`src/rtl/add64_pkg.sv`:
```
// Shared types and constants for the multi-cycle 64-bit adder.
package add64_pkg;

  localparam int WORD_W = 64;

  typedef enum logic [1:0] {
    IDLE = 2'd0,
    RUN  = 2'd1,
    DONE = 2'd2
  } add64_state_t;

  function automatic int nchunks(input int chunk_w);
    return WORD_W / chunk_w;
  endfunction

endpackage

```
`src/rtl/add64seq_add_chunk.sv`:
```
// Combinational CHUNK_W-bit ripple-carry adder built from full-adder cells.
module add_chunk #(
  parameter int CHUNK_W = 16
) (
  output logic [CHUNK_W-1:0] sum,
  output logic               cout,
  input  logic [CHUNK_W-1:0] x,
  input  logic [CHUNK_W-1:0] y,
  input  logic               cin
);

  // One full-adder cell: returns {carry, sum}.
  function automatic logic [1:0] f_fa(input logic xi, input logic yi, input logic ci);
    return {(xi & yi) | (ci & (xi ^ yi)), xi ^ yi ^ ci};
  endfunction

  always_comb begin
    logic [1:0] w_cell;
    logic       w_c;
    sum    = '0;
    w_c    = cin;
    w_cell = '0;
    for (int i = 0; i < CHUNK_W; i++) begin
      w_cell = f_fa(x[i], y[i], w_c);
      sum[i] = w_cell[0];
      w_c    = w_cell[1];
    end
    cout = w_c;
  end

endmodule

```
`src/rtl/add64seq.sv`:
```
// Multi-cycle 64-bit signed adder, CHUNK_W bits per cycle with a registered carry.
// Define ADD64SEQ_CC_EN to build the registered cf/zf/sf condition codes.
module add64seq
  import add64_pkg::*;
#(
  parameter int CHUNK_W = 16
) (
  input  logic                     clk,
  input  logic                     rst,
  input  logic                     in_valid,
  output logic                     in_ready,
  input  logic signed [WORD_W-1:0] a,
  input  logic signed [WORD_W-1:0] b,
  output logic                     out_valid,
  input  logic                     out_ready,
  output logic signed [WORD_W-1:0] s,
  output logic                     of,
  output logic                     cf,
  output logic                     zf,
  output logic                     sf
);

  localparam int N     = nchunks(CHUNK_W);
  localparam int IDX_W = (N > 1) ? $clog2(N) : 1;
  localparam logic [IDX_W-1:0] LAST = IDX_W'(N - 1);

  if ((WORD_W % CHUNK_W) != 0) begin : g_chunk_chk
    $error("add64seq: CHUNK_W must divide 64");
  end

  function automatic logic f_ovf(input logic sa, input logic sb, input logic ss);
    return (sa == sb) && (ss != sa);
  endfunction

  add64_state_t              r_state;
  logic                      r_in_ready;
  logic                      r_out_valid;
  logic signed [WORD_W-1:0]  r_a;
  logic signed [WORD_W-1:0]  r_b;
  logic signed [WORD_W-1:0]  r_s;
  logic                      r_of;
  logic                      r_carry;
  logic [IDX_W-1:0]          r_idx;

  logic                      w_accept;
  logic                      w_last;
  logic [6:0]                w_base;
  logic [CHUNK_W-1:0]        w_a_chunk;
  logic [CHUNK_W-1:0]        w_b_chunk;
  logic [CHUNK_W-1:0]        w_sum;
  logic                      w_cout;
  logic signed [WORD_W-1:0]  w_s_next;

  assign w_accept  = (r_state == IDLE) && in_valid;
  assign w_last    = (r_state == RUN) && (r_idx == LAST);
  assign w_base    = 7'(r_idx) * 7'(CHUNK_W);
  assign w_a_chunk = r_a[w_base +: CHUNK_W];
  assign w_b_chunk = r_b[w_base +: CHUNK_W];

  add_chunk #(.CHUNK_W(CHUNK_W)) u_chunk (
    .sum  (w_sum),
    .cout (w_cout),
    .x    (w_a_chunk),
    .y    (w_b_chunk),
    .cin  (r_carry)
  );

  // Sum word with the current chunk merged in; flags are taken from it on the last chunk.
  always_comb begin
    w_s_next                     = r_s;
    w_s_next[w_base +: CHUNK_W]  = w_sum;
  end

  // Operands are data only: captured at the accept edge, never reset.
  always_ff @(posedge clk) begin
    if (w_accept) begin
      r_a <= a;
      r_b <= b;
    end
  end

  always_ff @(posedge clk) begin
    if (rst) begin
      r_state     <= IDLE;
      r_in_ready  <= 1'b1;
      r_out_valid <= 1'b0;
      r_s         <= '0;
      r_of        <= 1'b0;
      r_carry     <= 1'b0;
      r_idx       <= '0;
    end else begin
      case (r_state)
        IDLE: begin
          if (in_valid) begin
            r_carry    <= 1'b0;
            r_idx      <= '0;
            r_s        <= '0;
            r_in_ready <= 1'b0;
            r_state    <= RUN;
          end
        end
        RUN: begin
          r_s     <= w_s_next;
          r_carry <= w_cout;
          r_idx   <= r_idx + 1'b1;
          if (r_idx == LAST) begin
            r_of        <= f_ovf(r_a[WORD_W-1], r_b[WORD_W-1], w_s_next[WORD_W-1]);
            r_out_valid <= 1'b1;
            r_state     <= DONE;
          end
        end
        DONE: begin
          if (out_ready) begin
            r_out_valid <= 1'b0;
            r_in_ready  <= 1'b1;
            r_state     <= IDLE;
          end
        end
        default: begin
          r_out_valid <= 1'b0;
          r_in_ready  <= 1'b1;
          r_state     <= IDLE;
        end
      endcase
    end
  end

`ifdef ADD64SEQ_CC_EN
  logic r_cf;
  logic r_zf;
  logic r_sf;

  always_ff @(posedge clk) begin
    if (rst) begin
      r_cf <= 1'b0;
      r_zf <= 1'b0;
      r_sf <= 1'b0;
    end else if (w_last) begin
      r_cf <= w_cout;
      r_zf <= ~|w_s_next;
      r_sf <= w_s_next[WORD_W-1];
    end
  end

  assign cf = r_cf;
  assign zf = r_zf;
  assign sf = r_sf;
`else
  assign cf = 1'b0;
  assign zf = 1'b0;
  assign sf = 1'b0;
`endif

  assign in_ready  = r_in_ready;
  assign out_valid = r_out_valid;
  assign s         = r_s;
  assign of        = r_of;

endmodule

```
`config.mk`:
```
export PLATFORM = sky130hd
export DESIGN_NAME = add64seq
export DESIGN_NICKNAME = d
export VERILOG_FILES = /design/src/rtl/add64_pkg.sv /design/src/rtl/add64seq_add_chunk.sv /design/src/rtl/add64seq.sv
export SDC_FILE = /design/constraint.sdc
export NUM_CORES = 1
export LEC_CHECK = 0
export ABC_CLOCK_PERIOD_IN_PS = 11200
export CORE_ASPECT_RATIO = 2
export CORE_MARGIN = 3
export CORE_UTILIZATION = 30
export DETAILED_ROUTE_END_ITERATION = 10
export HOLD_SLACK_MARGIN = 0.12
export SLEW_MARGIN = 20
export SYNTH_ARGS = -nofsm -noshare
export SYNTH_HDL_FRONTEND = slang
export SYNTH_SLANG_ARGS = --single-unit
```
`constraint.sdc`:
```
create_clock -name clk -period 11.2 [get_ports clk]
set_clock_uncertainty 0.2 [all_clocks]
set_input_delay 2.24 -clock clk [delete_from_list [all_inputs] [get_ports clk]]
set_output_delay 2.24 -clock clk [all_outputs]
set_load 0.02 [all_outputs]
```
## Yosys cells after proc, flatten, opt, wreduce, memory -nomap -nowiden

Index checks and enable logic that the tools add are counted.

| word-level totals | value |
|---|---|
| flip-flop bits (word level) | 200 |
| bits of input ports | 132 |
| logic and storage cells | 130 |

| operators by class | value |
|---|---|
| $add $sub $neg | 2 |
| equal/unequal tests | 8 |
| shift operators | 4 |
| muxes and demuxes | 16 |
| bitwise gates (word level) | 82 |
| reduce and logical (&&, ||, !) cells | 9 |

Operators with widths:

| kind | count |
|---|---|
| 64-bit one-hot mux with 2 select lines | 1 |
| 64-bit by 7-bit indexed part select with 16-bit output | 2 |
| 64-bit bitwise mux | 1 |
| 64-bit 2-to-1 mux | 1 |
| 16-bit by 9-bit variable shift with 64-bit output, first input constant | 1 |
| 16-bit by 9-bit indexed part select with 64-bit output | 1 |
| 1-bit bitwise AND | 32 |
| 1-bit XOR | 32 |
| 1-bit bitwise OR | 16 |
| 6-bit negation with 9-bit output | 1 |
| 3-bit AND reduction | 3 |
| 2-bit 2-to-1 mux | 4 |
| 1-bit one-hot mux with 3 select lines | 2 |
| 2-bit one-hot mux with 3 select lines | 1 |
| 2-bit == test, second input constant | 2 |
| 1-bit 2-to-1 mux | 4 |
| 2-bit != test, second input constant | 2 |
| 2-bit one-hot mux with 2 select lines | 1 |
| 2-bit AND reduction | 2 |
| 2-bit by 1-bit adder with 2-bit output, second input constant | 1 |
| 2-bit by 1-bit == test with 1-bit output, second input constant | 1 |
| 1-bit logical AND | 2 |
| 2-bit logical NOT | 1 |
| 2-bit by 1-bit != test with 1-bit output, second input constant | 1 |
| other kinds (5) | 6 |

## Longest topological paths before layout

Gate-level depths: netlist (run 1).

| depth | value |
|---|---|
| word-level depth | 37 |
| depth in mapped cells | 25 |
| mapped depth without buffers | 23 |

## Hierarchy

A second synthesis (run 1) with hierarchy kept.

| unflattened totals | value |
|---|---|
| cells, all modules | 548 |
| area total of the unflattened synthesis | 7975.1 um^2 |

By module, submodules not included:

| module | times used | cells an instance | area an instance (um^2) | sequential area each (um^2) |
|---|---|---|---|---|
| add64seq | 1 | 522 | 7617.3 | 5285.1 |
| add_chunk | 1 | 26 | 357.8 | 0.0 |

## Least setup slack after synthesis (run 1)

No wires, ideal clock.

| timing | value |
|---|---|
| path type | register to register |
| start point | register r_idx[1] |
| end point | register r_of, in the netlist of |
| arrival time | 8.717 ns |
| required time | 10.909 ns |
| path slack | 2.192 ns |
| stages on the path, launching flop included | 26 |
| path buffers | 2 |
| cell sequence | dfxtp_1 > buf_2 > clkbuf_1 > mux4_2 > inv_1 > fa_1 > fa_1 > fa_1 > fa_1 > fa_1 > fa_1 > fa_1 > fa_1 > fa_1 > fa_1 > fa_1 > fa_1 > fa_1 > inv_1 > fa_1 > inv_1 > fa_1 > fa_1 > nor4b_2 > nand2_1 > a311oi_1 |

| on the way | value |
|---|---|
| word-level cells in the longest chain between the ends | 37 |

RTL lines:

| item | RTL line | RTL |
|---|---|---|
| from (decl) | add64seq.sv:43 | `logic [IDX_W-1:0] r_idx;` |
| from (signal assigned) | add64seq.sv:105 | `r_idx <= r_idx + 1'b1;` |
| 64-bit by 7-bit indexed part select with 16-bit output, on equally long branches | add64seq.sv:57, add64seq.sv:58 |  |
| 1-bit XOR | add64seq_add_chunk.sv:14 | `return {(xi & yi) \| (ci & (xi ^ yi)), xi ^ yi ^ ci};` |
| 1-bit bitwise AND | add64seq_add_chunk.sv:14 |  |
| 1-bit bitwise OR | add64seq_add_chunk.sv:14 |  |
| 1-bit bitwise AND | add64seq_add_chunk.sv:14 |  |
| 1-bit bitwise OR | add64seq_add_chunk.sv:14 |  |
| 1-bit bitwise AND | add64seq_add_chunk.sv:14 |  |
| 1-bit bitwise OR | add64seq_add_chunk.sv:14 |  |
| (+21 left out) | n/a |  |
| 1-bit bitwise OR | add64seq_add_chunk.sv:14 |  |
| 1-bit bitwise AND | add64seq_add_chunk.sv:14 |  |
| 1-bit bitwise OR | add64seq_add_chunk.sv:14 |  |
| 1-bit XOR | add64seq_add_chunk.sv:14 |  |
| 16-bit by 9-bit indexed part select with 64-bit output | add64seq.sv:71 | `w_s_next[w_base +: CHUNK_W] = w_sum;` |
| 64-bit bitwise mux | add64seq.sv:71 |  |
| 1-bit != test | add64seq.sv:32 | `return (sa == sb) && (ss != sa);` |
| 1-bit logical AND | add64seq.sv:32 |  |
| to (signal assigned) | add64seq.sv:107 | `r_of <= f_ovf(r_a[WORD_W-1], r_b[WORD_W-1], w_s_next[WORD_W-1]);` |
| to (decl) | add64seq.sv:41 | `logic r_of;` |

Parallel ways exist; a longest one is shown, timed or not.
A chain may end at the register's enable or synchronous reset.

## Final worst setup path (run 1)

| timing | value |
|---|---|
| start point | register r_idx[0] |
| end point | register r_of, in the netlist of |

Same word-level chain as after synthesis.

==> metrics, run 1 <==
status finished, final reports clean; Async SR Flop Fraction 0; Crit. End Element flip-flop; Post-Route WL 20,700 um; core footprint 25,900 um^2; largest net degree at the start of global routing 83; P_leak 0.00365 uW; TritonCTS clock tree built; register area share after synthesis 0.668; share of the synthesized area in the top cell type 0.486; #FFs+latches synth 200; vias in the first global route 5,118; clk_lat worst skew 440 ps; Sinks on Clock Net 200; RSZ-0062 raised after global routing no; nets 840; Setup WS post-layout 1870 ps; CP Launch Type flip-flop; DRT Pass-1 Iters 4; Post-synth EDFFs 128; Syn Area/Cell 15.9 um^2; Routed Antenna Nets 0; Final Util 0.416; synth unique cells 42; cts repair resizes 0; layout cells sized above 1 0.123; top-count cell post-synth edfxtp_1; GP Congestion 0.747; Least-Margin Pin Slew 1090 ps; Final Cycle Share 0.833; fill count 2,402; First DRT Iteration DRCs 338; routed vias 4,767; Reg clk slew, reported paths 70 ps; cell count after synthesis 497; commonest cells in the netlist edfxtp_1, dfxtp_1, inv_1; Ports 202; fmax 0.107 GHz; Hold Path Class flip-flop to flip-flop; H-tree levels 4; Placement Rows 83; Top FF cell, synth edfxtp_1; Die Height 236 um; top cells by area, synth edfxtp_1, dfxtp_1, mux4_2, fa_1, o2bb2ai_1; Port Buffers 198; Final Critical Period 9330 ps; Ys Warns 0; GRT overflow 0; Die W 121 um; postcts setup bufs 0; Cells after DPL 1,009; GRT Overall Usage 0.151; Final Hold Viols 0; Final Max Slew Viols 0; WHS 262 ps; die footprint 28,500 um^2; Layout area overhead 36.0%; DR WL/cell 19.9 um; critical path class flip-flop to flip-flop; Detail Placement HPWL 15,700 um; Inserted Clock Buffers 17; global-route wire length before repair 30,900 um; Layout Cells excl Fill 1,042; largest area contributor in the netlist edfxtp_1; setup_tns 0 ps; WP data arrival 9490 ps; Final setup viols 0; drt drc 0; dpl ws 1690 ps; antenna violations before repair 1; Pwr Density 155 nW/um^2; maximum VDD drop 0.105 mV; starting density of the core 0.306; post-synthesis cell area 7910 um^2; Worst EP required 11,360 ps; Clock Path Buffers 2; Max-Cap Viols 0; Slew headroom 0.273; CP max FO 20; root buffer cell clkbuf_16; drt via density 4.57; # hold bufs at CTS 0
logic make-up after synthesis:
| logic type | after synthesis | synth area share |
|---|---|---|
| compound gates | 92 | 0.0762 |
| buf+inv | 74 | 0.0454 |
| fa+ha+maj | 20 | 0.0468 |
| other cells | 1 | 0.000474 |
| mux | 36 | 0.0979 |
| simple gates | 74 | 0.0652 |
| flops | 200 | 0.668 |
through the flow:
step,total power (uW),area [um^2]
after floorplan,977,7920
after global routing,1740,10800
after global placement,1080,10200
after detailed placement,1080,10200
final,1670,10800
after CTS,1700,10800
where the power goes:
group	internal, uW	total, uW	leakage [uW]	switching (uW)
logic	116	225	0.00155	109
registers	822	833	0.00180	11.1
clock network	323	608	0.000293	285
worst paths after layout:
check                 from    end  slack (ps)  cells past startpoint
hold / removal       s[24]  s[24]         260                      1
setup / recovery  r_idx[0]     of        1870                     24
setup reg to reg  r_idx[0]     of        1870                     24
hold reg to reg      s[24]  s[24]         260                      1
critical path, stage by stage (launching register included):
cell,delay (ps)
dfxtp_2,320
buf_4,370
mux4_2,300
inv_1,50
fa_1,430
fa_1,500
fa_1,480
fa_1,460
fa_1,460
fa_1,460
fa_1,460
fa_1,500
fa_1,470
fa_1,460
fa_1,480
fa_1,470
fa_1,420
inv_1,90
fa_1,170
inv_1,50
fa_1,450
fa_1,520
nor4b_2,340
nand2_1,90
a311oi_1,250
registers in the layout (all words and copies together) (netlist names):
signal,count
in_ready,1
of,1
out_valid,1
r_a,64
r_b,64
r_carry,1
r_idx,2
r_state,2
s,64
placed cells by master (no fill, tap or decap), types with 3 or more instances in the layout:
cell type        netlist  final
a21oi_1               37     37
buf_4                  7      7
clkbuf_16              0     19
clkdlybuf4s50_1        0    198
conb_1                 1      3
dfxtp_1               72     70
edfxtp_1             128    128
fa_1                  16     16
ha_1                   4      4
inv_1                 39     38
inv_6                  0      5
mux4_2                32     32
nand3_1               18     18
nand3b_1              31     31
nor2_1                 8      8
o21ai_0               17     17
o2bb2ai_1             30     30
final cells by class:
type | count | area, um^2 | area share
diodes | 1 | 2.50 | 0.000233
clock buffers | 20 | 489 | 0.0455
clock inverters | 12 | 98.8 | 0.00918
inverters | 39 | 149 | 0.0138
multi-input cells | 225 | 2270 | 0.211
flip-flops and latches | 200 | 5290 | 0.491
well taps | 340 | 425 | 0.0395
repair buffers | 205 | 2030 | 0.189
routing by layer:
layer | wire length [um] | vias up | part of all wire | track usage
li1 | - | 2249 | - | -
met5 | 0 | - | 0 | 0
met1 | 6820 | 2335 | 0.33 | 0.146
met4 | 1070 | 0 | 0.052 | 0.0870
met2 | 11900 | 148 | 0.57 | 0.280
met3 | 936 | 35 | 0.045 | 0.0385
Power figures use the tool's default switching activity.
==> inputs of run 2 (changes only) <==
- ABC_CLOCK_PERIOD_IN_PS: 11200 -> 8300
- clock period: 11.2 -> 8.3 ns (I/O delays scaled with it)
==> run 2 against run 1 <==
Compared with the run above:
- clock-buffer cell count is 1 higher
- cell count increased by 0.29%
- flip-flop and latch count unchanged
- routed wire length rose by 0.17%
- via count up 0.88%
- die area unchanged
- largest cell class unchanged
- highest routed layer unchanged
==> metrics, run 2 (synthesis gave the netlist of run 1 again) <==
status finished, final reports clean; Crit. End Element flip-flop; Inserted Clock Buffers 17 (unchanged); highest metal used met4; routed vias 4,809 (+0.88%); critical path class flip-flop to flip-flop; core footprint 25,900 um^2 (unchanged); clk_lat worst skew 440 ps (about the same); root buffer cell clkbuf_16; fill count 2,357 (-1.9%); CP max FO 5 (-75%); RSZ-0062 raised after global routing no; Routed Antenna Nets 0 (unchanged); Layout area overhead 37.0%; WP data arrival 8140 ps (-1350 ps); Ports 202 (unchanged); die footprint 28,500 um^2 (unchanged); Final setup viols 0 (unchanged); DRT Pass-1 Iters 4 (unchanged); TritonCTS clock tree built; layout cells sized above 1 0.148 (+0.0255); antenna violations before repair 3 (+2); fmax 0.125 GHz (+17%); maximum VDD drop 0.144 mV (+37%); register area 5290 um^2 (about the same); Die Height 236 um (unchanged); Clock Path Buffers 2 (unchanged); wire length on met3 826 um (-12%); setup_tns 0 ps (unchanged); crit-path cells mux4_2 -> inv_1 -> fa_2 -> fa_2 -> fa_2 -> fa_2 -> fa_2 -> fa_2 -> fa_2 -> fa_2 -> fa_2 -> fa_2 -> fa_2 -> fa_2 -> fa_1 -> inv_2 -> fa_1 -> inv_1 -> fa_2 -> fa_2 -> nor4b_4 -> nand2_1 -> a311oi_2; Placement Rows 83 (unchanged); Final Cycle Share 0.962 (+0.129); Die W 121 um (unchanged); met2 wire length 12,400 um (+3.9%); H-tree levels 4 (unchanged); GRT Overall Usage 0.150 (-0.000351); Final Util 0.419 (+0.00305); Post-Route WL 20,800 um (+0.17%); Pwr Density 209 nW/um^2 (+35%); starting density of the core 0.306 (unchanged); Max-Cap Viols 0 (unchanged); area of the multi-input gates 2330 um^2 (+2.3%); global-route wire length before repair 31,000 um (+0.38%); largest net degree at the start of global routing 74 (-11%); Setup WS post-layout 314 ps (-1550 ps); DR WL/cell 19.9 um (-0.12%); most frequent cell on the critical path fa_2; # hold bufs at CTS 0 (unchanged); Detail Placement HPWL 15,700 um (about the same); P_leak 0.00365 uW (+0.19%); First DRT Iteration DRCs 315 (-6.8%); Worst EP required 8450 ps (-2910 ps); Slew headroom 0.251 (-0.0225); drt drc 0 (unchanged); nets 841 (+0.12%); GP Congestion 0.766 (+2.5%); dpl ws -69.7 ps (-1760 ps); Least-Margin Pin Slew 1120 ps (+33.6 ps); CP Launch Type flip-flop; CP peak stage delay 490 ps (-30 ps); CP max stage cell fa_2; most frequent cells in the layout clkdlybuf4s50_1, edfxtp_1, dfxtp_1; Final Hold Viols 0 (unchanged); most common cell after layout, fill and taps aside clkdlybuf4s50_1; GRT overflow 0 (unchanged); Port Buffers 198 (unchanged); postcts setup bufs 0 (unchanged); Reg clk slew, reported paths 70 ps (about the same); met1 WL 6780 um (-0.65%); Sinks on Clock Net 200 (unchanged); vias in the first global route 5,151 (+0.64%); Hold Path Class flip-flop to flip-flop; drt via density 4.60 (+0.59%); Cells after DPL 1,010 (+0.099%); Final Critical Period 7990 ps (-1350 ps); Layout Cells excl Fill 1,045 (+0.29%); Final Max Slew Viols 0 (unchanged)
-- run 2: path summary, 6_finish.rpt --
kind,slack [ps],startpoint,cells after the start,to
worst max-delay path,310,r_idx[0],23,of
worst min-delay path,260,s[40],1,s[40]
worst max register to register,310,r_idx[0],23,of
worst min register to register,260,s[40],1,s[40]
-- run 2: per-layer routing --
metal  global-route usage  vias up
li1                     -     2251
met1                0.145     2378
met2                0.287      149
met3               0.0325       31
met4               0.0808        0
met5                    0        -
-- run 2: timing repair --
item | CTS | global route
pin swaps | 3 | 6
resized for setup | 1 | 5
setup endpoints to repair | 1 | 2
gates cloned | 0 | 0
-- run 2: worst max-delay path, delay by kind of cell, from the launching register on --
family	cells	cell delay [ps]
buffers and inverters	3	200
multiplexers	1	320
flip-flops	1	370
AO/OA/AOI/OAI	1	260
AND/OR/NAND/NOR	2	410
adder cells (fa/ha/maj)	16	6140
-- run 2: where the power goes --
part	internal [uW]	switching (uW)	total [uW]
clock network	455	372	827
registers	1110	15.0	1120
logic	167	152	319
total	1730	539	2270
-- run 2: layout make-up --
class	instances	area share
Clock inverter	11	0.00889
Inverter	39	0.0137
Timing Repair Buffer	206	0.188
Tap cell	340	0.0392
Multi-Input combinational cell	225	0.215
Clock buffer	21	0.0464
Antenna cell	3	0.000693
Sequential cell	200	0.488
-- run 2: metrics by stage --
step                cell area [um^2]  hold slack (ps)  power [uW]
floorplan                       7950              257        1320
global placement               10200              246        1470
detailed placement             10200              250        1470
CTS                            10800              267        2300
global route                   10800              285        2370
finish                         10800              262        2270
